[config.mk]
export PLATFORM = sky130hd
export DESIGN_NAME = regfile_sb_flat
export DESIGN_NICKNAME = d
export VERILOG_FILES = /design/src/rtl/regfile_pkg.sv /design/src/rtl/regfile_sb_if.sv /design/src/rtl/regfile_scoreboard.sv /design/src/rtl/regfile_sb.sv /design/src/flat_wrapper.sv
export SDC_FILE = /design/constraint.sdc
export NUM_CORES = 2
export LEC_CHECK = 0
export BUFFER_PORTS_ARGS = -buffer_cell sky130_fd_sc_hd__buf_2
export CAP_MARGIN = 0
export CORE_MARGIN = 2
export CORE_UTILIZATION = 49
export CTS_BUF_LIST = sky130_fd_sc_hd__clkbuf_8 sky130_fd_sc_hd__clkbuf_16
export DETAILED_ROUTE_END_ITERATION = 10
export PLACE_DENSITY_LB_ADDON = 0.05
export SLEW_MARGIN = 10
export SYNTH_ARGS = -nofsm -noshare
export SYNTH_HDL_FRONTEND = slang
export SYNTH_SLANG_ARGS = --single-unit
[constraint.sdc]
create_clock -name clk -period 3.04 [get_ports clk]
set_input_delay 0.912 -clock clk [delete_from_list [all_inputs] [get_ports clk]]
set_output_delay 0.912 -clock clk [all_outputs]
set_load 0.01 [all_outputs]
[src/rtl/regfile_pkg.sv]
// Shared constants, register-number type and bus-slicing helper for the
// regfile_sb register file.
package regfile_pkg;

    localparam int DEF_WIDTH = 32;
    localparam int DEF_DEPTH = 32;
    localparam int DEF_NRD   = 2;

    // Widest flattened bus and widest single field the helper can slice.
    localparam int MAX_BUS   = 256;
    localparam int MAX_FIELD = 64;

    typedef logic [$clog2(DEF_DEPTH)-1:0] reg_num_t;

    // Returns field k of width w from a flattened multi-port bus.
    function automatic logic [MAX_FIELD-1:0] port_field(input logic [MAX_BUS-1:0] bus,
                                                        input int k,
                                                        input int w);
        logic [MAX_BUS-1:0] mask;
        mask = (MAX_BUS'(1) << w) - MAX_BUS'(1);
        return MAX_FIELD'((bus >> (k * w)) & mask);
    endfunction

endpackage

[src/rtl/regfile_sb_if.sv]
// Read/write/scoreboard bus of regfile_sb; the issue logic is the master.
interface regfile_sb_if
    import regfile_pkg::*;
#(
    parameter int WIDTH = DEF_WIDTH,
    parameter int DEPTH = DEF_DEPTH,
    parameter int NRD   = DEF_NRD
);
    localparam int AW = $clog2(DEPTH);

    logic [NRD*AW-1:0]    rn;
    logic [NRD*WIDTH-1:0] q;
    logic [NRD-1:0]       q_busy;
    logic                 we;
    logic [AW-1:0]        wn;
    logic [WIDTH-1:0]     d;
    logic                 set_en;
    logic [AW-1:0]        set_n;
    logic [DEPTH-1:0]     busy_vec;

    modport master (output rn, we, wn, d, set_en, set_n,
                    input  q, q_busy, busy_vec);
    modport slave  (input  rn, we, wn, d, set_en, set_n,
                    output q, q_busy, busy_vec);

endinterface

[src/rtl/regfile_scoreboard.sv]
// Per-register busy bits with set-over-clear priority and busy read muxes.
// REGFILE_BYPASS_EN: a same-cycle clear is forwarded to q_busy.
module regfile_scoreboard
    import regfile_pkg::*;
#(
    parameter  int DEPTH = DEF_DEPTH,
    parameter  int NRD   = DEF_NRD,
    localparam int AW    = $clog2(DEPTH)
) (
    input  logic             clk,
    input  logic             clrn,
    input  logic             i_we,
    input  logic [AW-1:0]    i_wn,
    input  logic             i_set_en,
    input  logic [AW-1:0]    i_set_n,
    input  logic [AW-1:0]    i_rn [NRD],
    output logic [NRD-1:0]   o_q_busy,
    output logic [DEPTH-1:0] o_busy_vec
);

    logic [DEPTH-1:0] r_busy;
    logic [DEPTH-1:0] w_busy_nxt;

    // NOTE: default first so no path leaves w_busy_nxt unassigned (no latch);
    // the set is applied after the clear so a collision keeps the bit set.
    always_comb begin
        w_busy_nxt = r_busy;
        if (i_we)     w_busy_nxt[i_wn]    = 1'b0;
        if (i_set_en) w_busy_nxt[i_set_n] = 1'b1;
        w_busy_nxt[0] = 1'b0;
    end

    // NOTE: state registers use non-blocking assignments only.
    always_ff @(posedge clk or negedge clrn) begin
        if (!clrn) r_busy <= '0;
        else       r_busy <= w_busy_nxt;
    end

`ifdef REGFILE_BYPASS_EN
    // A retiring write clears early unless a new producer claims the same register.
    logic w_clr_fwd;
    assign w_clr_fwd = i_we && clrn && (i_wn != '0) && !(i_set_en && (i_set_n == i_wn));
`endif

    always_comb begin
        o_q_busy = '0;
        for (int k = 0; k < NRD; k++) begin
            o_q_busy[k] = r_busy[i_rn[k]];
`ifdef REGFILE_BYPASS_EN
            if (w_clr_fwd && (i_rn[k] == i_wn)) o_q_busy[k] = 1'b0;
`endif
        end
    end

    assign o_busy_vec = r_busy;

endmodule

[src/rtl/regfile_sb.sv]
// Multi-read-port GPR file (register 0 hardwired to zero) with busy scoreboard.
// REGFILE_BYPASS_EN: write-through forwarding of d to matching read ports.
module regfile_sb
    import regfile_pkg::*;
#(
    parameter int WIDTH = DEF_WIDTH,
    parameter int DEPTH = DEF_DEPTH,
    parameter int NRD   = DEF_NRD
) (
    input  logic         clk,
    input  logic         clrn,
    regfile_sb_if.slave  bus
);

    localparam int AW = $clog2(DEPTH);

    logic [WIDTH-1:0]     r_mem [DEPTH];
    logic [AW-1:0]        w_rn  [NRD];
    logic [WIDTH-1:0]     w_q   [NRD];
    logic [NRD*WIDTH-1:0] w_q_flat;
    logic                 w_wr_act;

    assign w_wr_act = bus.we && (bus.wn != '0);

    // NOTE: the array is reset because reset must make every read return 0 at once.
    always_ff @(posedge clk or negedge clrn) begin
        if (!clrn) begin
            for (int i = 0; i < DEPTH; i++) r_mem[i] <= '0;
        end else if (w_wr_act) begin
            r_mem[bus.wn] <= bus.d;
        end
    end

    // Entry 0 is never written, so it holds its reset value of zero.
    for (genvar k = 0; k < NRD; k++) begin : g_rd
        assign w_rn[k] = AW'(port_field(MAX_BUS'(bus.rn), k, AW));
`ifdef REGFILE_BYPASS_EN
        assign w_q[k] = (w_wr_act && clrn && (w_rn[k] == bus.wn)) ? bus.d : r_mem[w_rn[k]];
`else
        assign w_q[k] = r_mem[w_rn[k]];
`endif
    end

    always_comb begin
        w_q_flat = '0;
        for (int k = 0; k < NRD; k++) w_q_flat[k*WIDTH +: WIDTH] = w_q[k];
    end

    assign bus.q = w_q_flat;

    regfile_scoreboard #(
        .DEPTH (DEPTH),
        .NRD   (NRD)
    ) u_scoreboard (
        .clk        (clk),
        .clrn       (clrn),
        .i_we       (bus.we),
        .i_wn       (bus.wn),
        .i_set_en   (bus.set_en),
        .i_set_n    (bus.set_n),
        .i_rn       (w_rn),
        .o_q_busy   (bus.q_busy),
        .o_busy_vec (bus.busy_vec)
    );

endmodule

[src/flat_wrapper.sv]
// flat-port wrapper written by rule: the top's interface ports become plain ports
module regfile_sb_flat import regfile_pkg::*;
#(
    parameter int WIDTH = DEF_WIDTH,
    parameter int DEPTH = DEF_DEPTH,
    parameter int NRD   = DEF_NRD
)
  (clk, clrn, bus_rn, bus_we, bus_wn, bus_d, bus_set_en, bus_set_n, bus_q, bus_q_busy, bus_busy_vec);
  regfile_sb_if #(.WIDTH(WIDTH), .DEPTH(DEPTH), .NRD(NRD)) bus_i ();
  input  logic clk;
  input  logic clrn;
  input wire logic [$bits(bus_i.rn)-1:0] bus_rn;
  input wire logic [$bits(bus_i.we)-1:0] bus_we;
  input wire logic [$bits(bus_i.wn)-1:0] bus_wn;
  input wire logic [$bits(bus_i.d)-1:0] bus_d;
  input wire logic [$bits(bus_i.set_en)-1:0] bus_set_en;
  input wire logic [$bits(bus_i.set_n)-1:0] bus_set_n;
  output wire logic [$bits(bus_i.q)-1:0] bus_q;
  output wire logic [$bits(bus_i.q_busy)-1:0] bus_q_busy;
  output wire logic [$bits(bus_i.busy_vec)-1:0] bus_busy_vec;
  assign bus_i.rn = bus_rn;
  assign bus_i.we = bus_we;
  assign bus_i.wn = bus_wn;
  assign bus_i.d = bus_d;
  assign bus_i.set_en = bus_set_en;
  assign bus_i.set_n = bus_set_n;
  assign bus_q = bus_i.q;
  assign bus_q_busy = bus_i.q_busy;
  assign bus_busy_vec = bus_i.busy_vec;
  regfile_sb #(.WIDTH(WIDTH), .DEPTH(DEPTH), .NRD(NRD)) u_core (.clk(clk), .clrn(clrn), .bus(bus_i));
endmodule
; ---- Yosys cells after proc, flatten, opt, wreduce, memory -nomap -nowiden
; Index checks and enable logic that the tools add are counted.
[op_classes]
add_sub_neg = 0
multipliers = 0
div = 0
magnitude_cmp = 10
eq_ne = 0
shift = 0
muxes = 19
bitwise_logic = 6
n_reduce_logical = 5
[ops]
columns = cell, count
row1 = 1024-bit bitwise mux, 1
row2 = 32-bit binary-select mux with 5-bit select, 2
row3 = 32-bit 2-to-1 mux, 7
row4 = 32-bit demux with 5-bit select, 1
row5 = 32-bit bitwise AND, 1
row6 = 32-bit NOT, 1
row7 = 32-bit bitwise OR, 1
row8 = 5-bit by 6-bit < comparator with 1-bit output (second input constant), 4
row9 = 6-bit >= comparator (second input constant), 3
row10 = 5-bit NOT with 6-bit output, 3
row11 = 1-bit binary-select mux with 5-bit select, 2
row12 = 1-bit demux with 5-bit select, 2
row13 = 5-bit by 1-bit >= comparator with 1-bit output (second input constant), 2
row14 = 6-bit by 1-bit < comparator with 1-bit output (second input constant), 1
row15 = 5-bit nonzero test, 1
row16 = 1-bit logical AND, 4
row17 = 1-bit 2-to-1 mux, 4
[word_totals]
reg_bits = 1055
latchBits = 0
mem_bits_rw = 0
mem_bits_ro = 0
in_bits = 56
out_inout_bits = 98
word_cells = 73
mem_count = 0

; ---- Depth between registers and ports, before layout
[logic_depth]
depth_word = 9
depth_mapped = 8

; ---- By module
; From an unflattened synthesis, not the netlist that was laid out.
[unflattened]
hier_cells = 4796
area_unflattened_um2 = 57795.4
[modules_own_cells]
columns = mod, n_inst, cells_per_inst, area_per_inst_um2, seq_area_each_um2
row1 = regfile_sb, 1, 4601, 55942.4, 25624.6
row2 = regfile_scoreboard, 1, 195, 1853.0, 775.7

; ---- Worst setup path after synthesis
; OpenSTA, ideal clock, no wires.
[synth_timing]
path_type = input-to-output
startpoint = input bus_rn[5]
endpoint = output bus_q[43]
t_arrival_ps = 2218
t_required_ps = 2128
slack_ps = -90
stages = 6
n_path_buf = 3
path_cell_list = buf_2 -> buf_4 -> buf_6 -> mux4_2 -> o22ai_1 -> nor4_1
[synth_via]
elab_chain_len = 4
[synth_lines]
columns = item, line_no
row1 = from (decl), flat_wrapper.sv:12  ; input wire logic [$bits(bus_i.rn)-1:0] bus_rn;
row2 = 5-bit NOT with 6-bit output (implied by the code), regfile_sb.sv:40  ; assign w_q[k] = r_mem[w_rn[k]];
row3 = 32-bit binary-select mux with 5-bit select, regfile_sb.sv:40
row4 = 32-bit 2-to-1 mux (implied by the code) (2 in a row), regfile_sb.sv:40
row5 = to (decl), flat_wrapper.sv:18  ; output wire logic [$bits(bus_i.q)-1:0] bus_q;
; No other way between the ends. The select of a mux whose other input is x is not followed.

; ---- Final worst setup path
[layout_timing]
startpoint = input bus_rn[1]
endpoint = output bus_q[24]
; Same word-level chain as after synthesis.

==> flow_metrics.env <==
export IMPL_worstPathCellList="buf_16 > buf_16 > buf_12 > clkbuf_16 > mux4_2 > o22ai_2 > nor4_2 > buf_2"
export IMPL_async_flop_share_pct=100
export IMPL_cp_start_kind="input pin"
export IMPL_slew_violations=0
export IMPL_switching_share_pct=27.9
export IMPL_p_switching_mw=12.3
export IMPL_track_usage_pct=34.6
export IMPL_dp_hpwl_um=121000
export IMPL_io_buffers=152
export IMPL_grt_pass1_vias=39000
export IMPL_slowest_delay_ns=0.52
export IMPL_skew_ns=0
export IMPL_clock_latency_ns=0.73
export IMPL_violations="setup timing"
export IMPL_ys_types=46
export IMPL_h_tree_depth=3
export IMPL_ys_ff_latch=1055
export IMPL_die_w_um=338
export IMPL_tightest_slew_ns=1.03
export IMPL_slew_headroom_pct=30.9
export IMPL_required_ns=2.13
export IMPL_clock_fmax_ghz=0.291
export IMPL_postPlaceCellArea_um2=61000
export IMPL_cts_tree="yes"
export IMPL_critPathMostFrequentCell="buf_16"
export IMPL_dp_cells=5118
export IMPL_die_area_um2=114000
export IMPL_path_class="input pin to output pin"
export IMPL_final_util_pct=63.9
export IMPL_cts_sinks=1055
export IMPL_die_h_um=338
export IMPL_cp_max_fo=9
export IMPL_crit_family="buffers and inverters"
export IMPL_nFillCells=7830
export IMPL_synth_area_um2=54600
export IMPL_syn2layout_area_growth_pct=29.3
export IMPL_ios=154
export IMPL_synth_warning_count=0
export IMPL_cts_buffers=116
export IMPL_netlist_instances=3468
export IMPL_synth_top_cell_area_share_pct=48.3
export IMPL_layout_commonest_cell="dfrtp_1"
export IMPL_p_leak_nw=30.5
export IMPL_place_gp_congestion=0.899
export IMPL_ir_drop_mv=0.531
export IMPL_clockBufferDepth=3
export IMPL_drive_gt1_share_pct=68.2
export IMPL_setup_slack_ns=-0.401
export IMPL_postLayoutCellArea_um2=70700
export IMPL_wl_per_cell_um=36.0
export IMPL_path_clk_slew_ns=0.06
export IMPL_drcViolationCount=0
export IMPL_seq_power_share_pct=42.9
export IMPL_yosysSeqAreaShare_pct=48.3
export IMPL_synth_edf_count=0
export IMPL_ys_top_cells_by_area="dfrtp_1 (48%), mux4_2 (21%), mux2_2 (19%), o22ai_1 (3.0%), mux2_1 (1.3%)"
export IMPL_fin_crit_sh_pct=113
export IMPL_nets=3969
export IMPL_end_kind="output pin"
export IMPL_synth_flop_cell="dfrtp_1"
export IMPL_synth_area_leader_cell="dfrtp_1"
export IMPL_final_cell_mix="dfrtp_1 (1055), mux2_2 (935), mux4_2 (520)"
export IMPL_num_vias=37400
export IMPL_clkPwrFrac_pct=34.7
export IMPL_drt_wl_total_um=198000
export IMPL_postSynthAreaPerCell_um2=15.8
export IMPL_core_um2=111000
export IMPL_root_buffer="clkbuf_16"
export IMPL_grt_antenna_before_repair=7
export IMPL_synth_fp_nets=3524
export IMPL_p_per_area_nw_per_um2=626
export IMPL_first_iter_violations=3503
export IMPL_crit_arrival_ns=2.53
export IMPL_worst_path_max_delay_cell="mux4_2"
export IMPL_drv_cap=0
export IMPL_start_util_pct=49.4
export IMPL_grt_pass1_wl_um=282000
export IMPL_grt_max_degree=105
export IMPL_fin_crit_ns=3.44
export IMPL_final_antenna_net_count=0
export IMPL_first_pass_iters=5
export IMPL_fp_row_count=122
export IMPL_final_cell_count_no_fill=5502
export IMPL_outcome="finished with violations"
export IMPL_min_path_type="input pin to async pin"
export IMPL_via_per_inst=6.80
export IMPL_p_int_mw=31.9
export IMPL_cp_num_buf_inv=5
export IMPL_final_setup_viol_count=66
export IMPL_rsz0062_at_grt="yes"
export IMPL_power_frac_comb_pct=22.4
export IMPL_finalHoldViolations=0
export IMPL_overflow=0
==> metal layers <==
metal,wire length (um),vias to the layer above,global-route usage (%)
met4,9520,4,16.2
li1,-,14600,-
met2,94300,1875,54.4
met3,14700,489,6.53
met5,27,-,0
met1,79200,20400,46.9
==> cell usage after synthesis, drive strengths merged (4+ instances only) <==
cell type / number
o22ai: 263
mux2: 999
buf: 221
nor3b: 9
inv: 7
mux4: 520
nand3b: 13
clkbuf: 183
nor2: 21
dfrtp: 1055
o2111ai: 4
a22o: 15
o21ai: 25
nand2: 29
nor4: 64
nand3: 7
==> final timing paths <==
check / slack, ns / endpoint / depth (start not counted) / start
max: -0.40 / bus_q[24] / 8 / bus_rn[1]
min: 0.17 / u_core.r_mem[58]$_DFFE_PN0P_ / 1 / clrn
max reg2reg: 2.19 / u_core.r_mem[794]$_DFFE_PN0P_ / 1 / u_core.r_mem[794]$_DFFE_PN0P_
min reg2reg: 0.40 / u_core.r_mem[1012]$_DFFE_PN0P_ / 0 / u_core.r_mem[1012]$_DFFE_PN0P_
max in group asynchronous: 1.81 / u_core.r_mem[439]$_DFFE_PN0P_ / 2 / clrn
min in group clk: 0.40 / u_core.r_mem[1012]$_DFFE_PN0P_ / 0 / u_core.r_mem[1012]$_DFFE_PN0P_
==> power by group through the flow <==
stage	registers (mW)	logic [mW]	clock network, mW
finish	19.0	9.91	15.3
CTS	18.8	9.40	15.5
floorplan	18.2	6.19	0
global route	19.2	10.5	16.1
global placement	18.8	8.20	0
detailed placement	19.1	8.48	0
==> sequential cells by signal (all words and copies together), names as in the netlist <==
register	flops
u_core.u_scoreboard.o_busy_vec	31
u_core.r_mem	1024
==> cells by family after synthesis <==
logic type	share of synthesized area (%)
buffers and inverters	3.99
AOI/OAI and AO/OA	3.66
DFF	48.3
other	0.00686
muxes	42.1
and+or+nand+nor	1.96
==> cell type report <==
class	count	area [um2]	area share (%)
multi-input cells	2002	29000	41.1
inverters	7	26.3	0.0372
diodes	4	10.0	0.0142
well taps	1488	1860	2.63
repair buffers	731	9150	12.9
clock buffers	154	3440	4.86
clock inverters	61	743	1.05
flip-flops and latches	1055	26400	37.4
==> through the flow <==
stage          setup TNS (ns)  setup slack [ns]  total power, mW  hold slack (ns)
2_1_floorplan          -0.906           -0.0484             24.4            0.441
3_3_place_gp           -28.53            -0.679             27.0            0.377
3_5_place_dp           -29.53            -0.655             27.5            0.384
4_1_cts                -20.83            -0.454             43.7            0.137
5_1_grt                -21.87            -0.423             45.8            0.164
6_report               -20.29            -0.401             44.2            0.166
==> repair_timing <==
| item | CTS | global route |
|---|---|---|
| endpoints found under the setup margin | 66 | 66 |
| pin swaps | 64 | 81 |
| setup buffers | 90 | 71 |
| gates cloned | 24 | 13 |
| gates resized for setup | 383 | 215 |
| hold buffers | 0 | 0 |
Power figures use the tool's default switching activity.
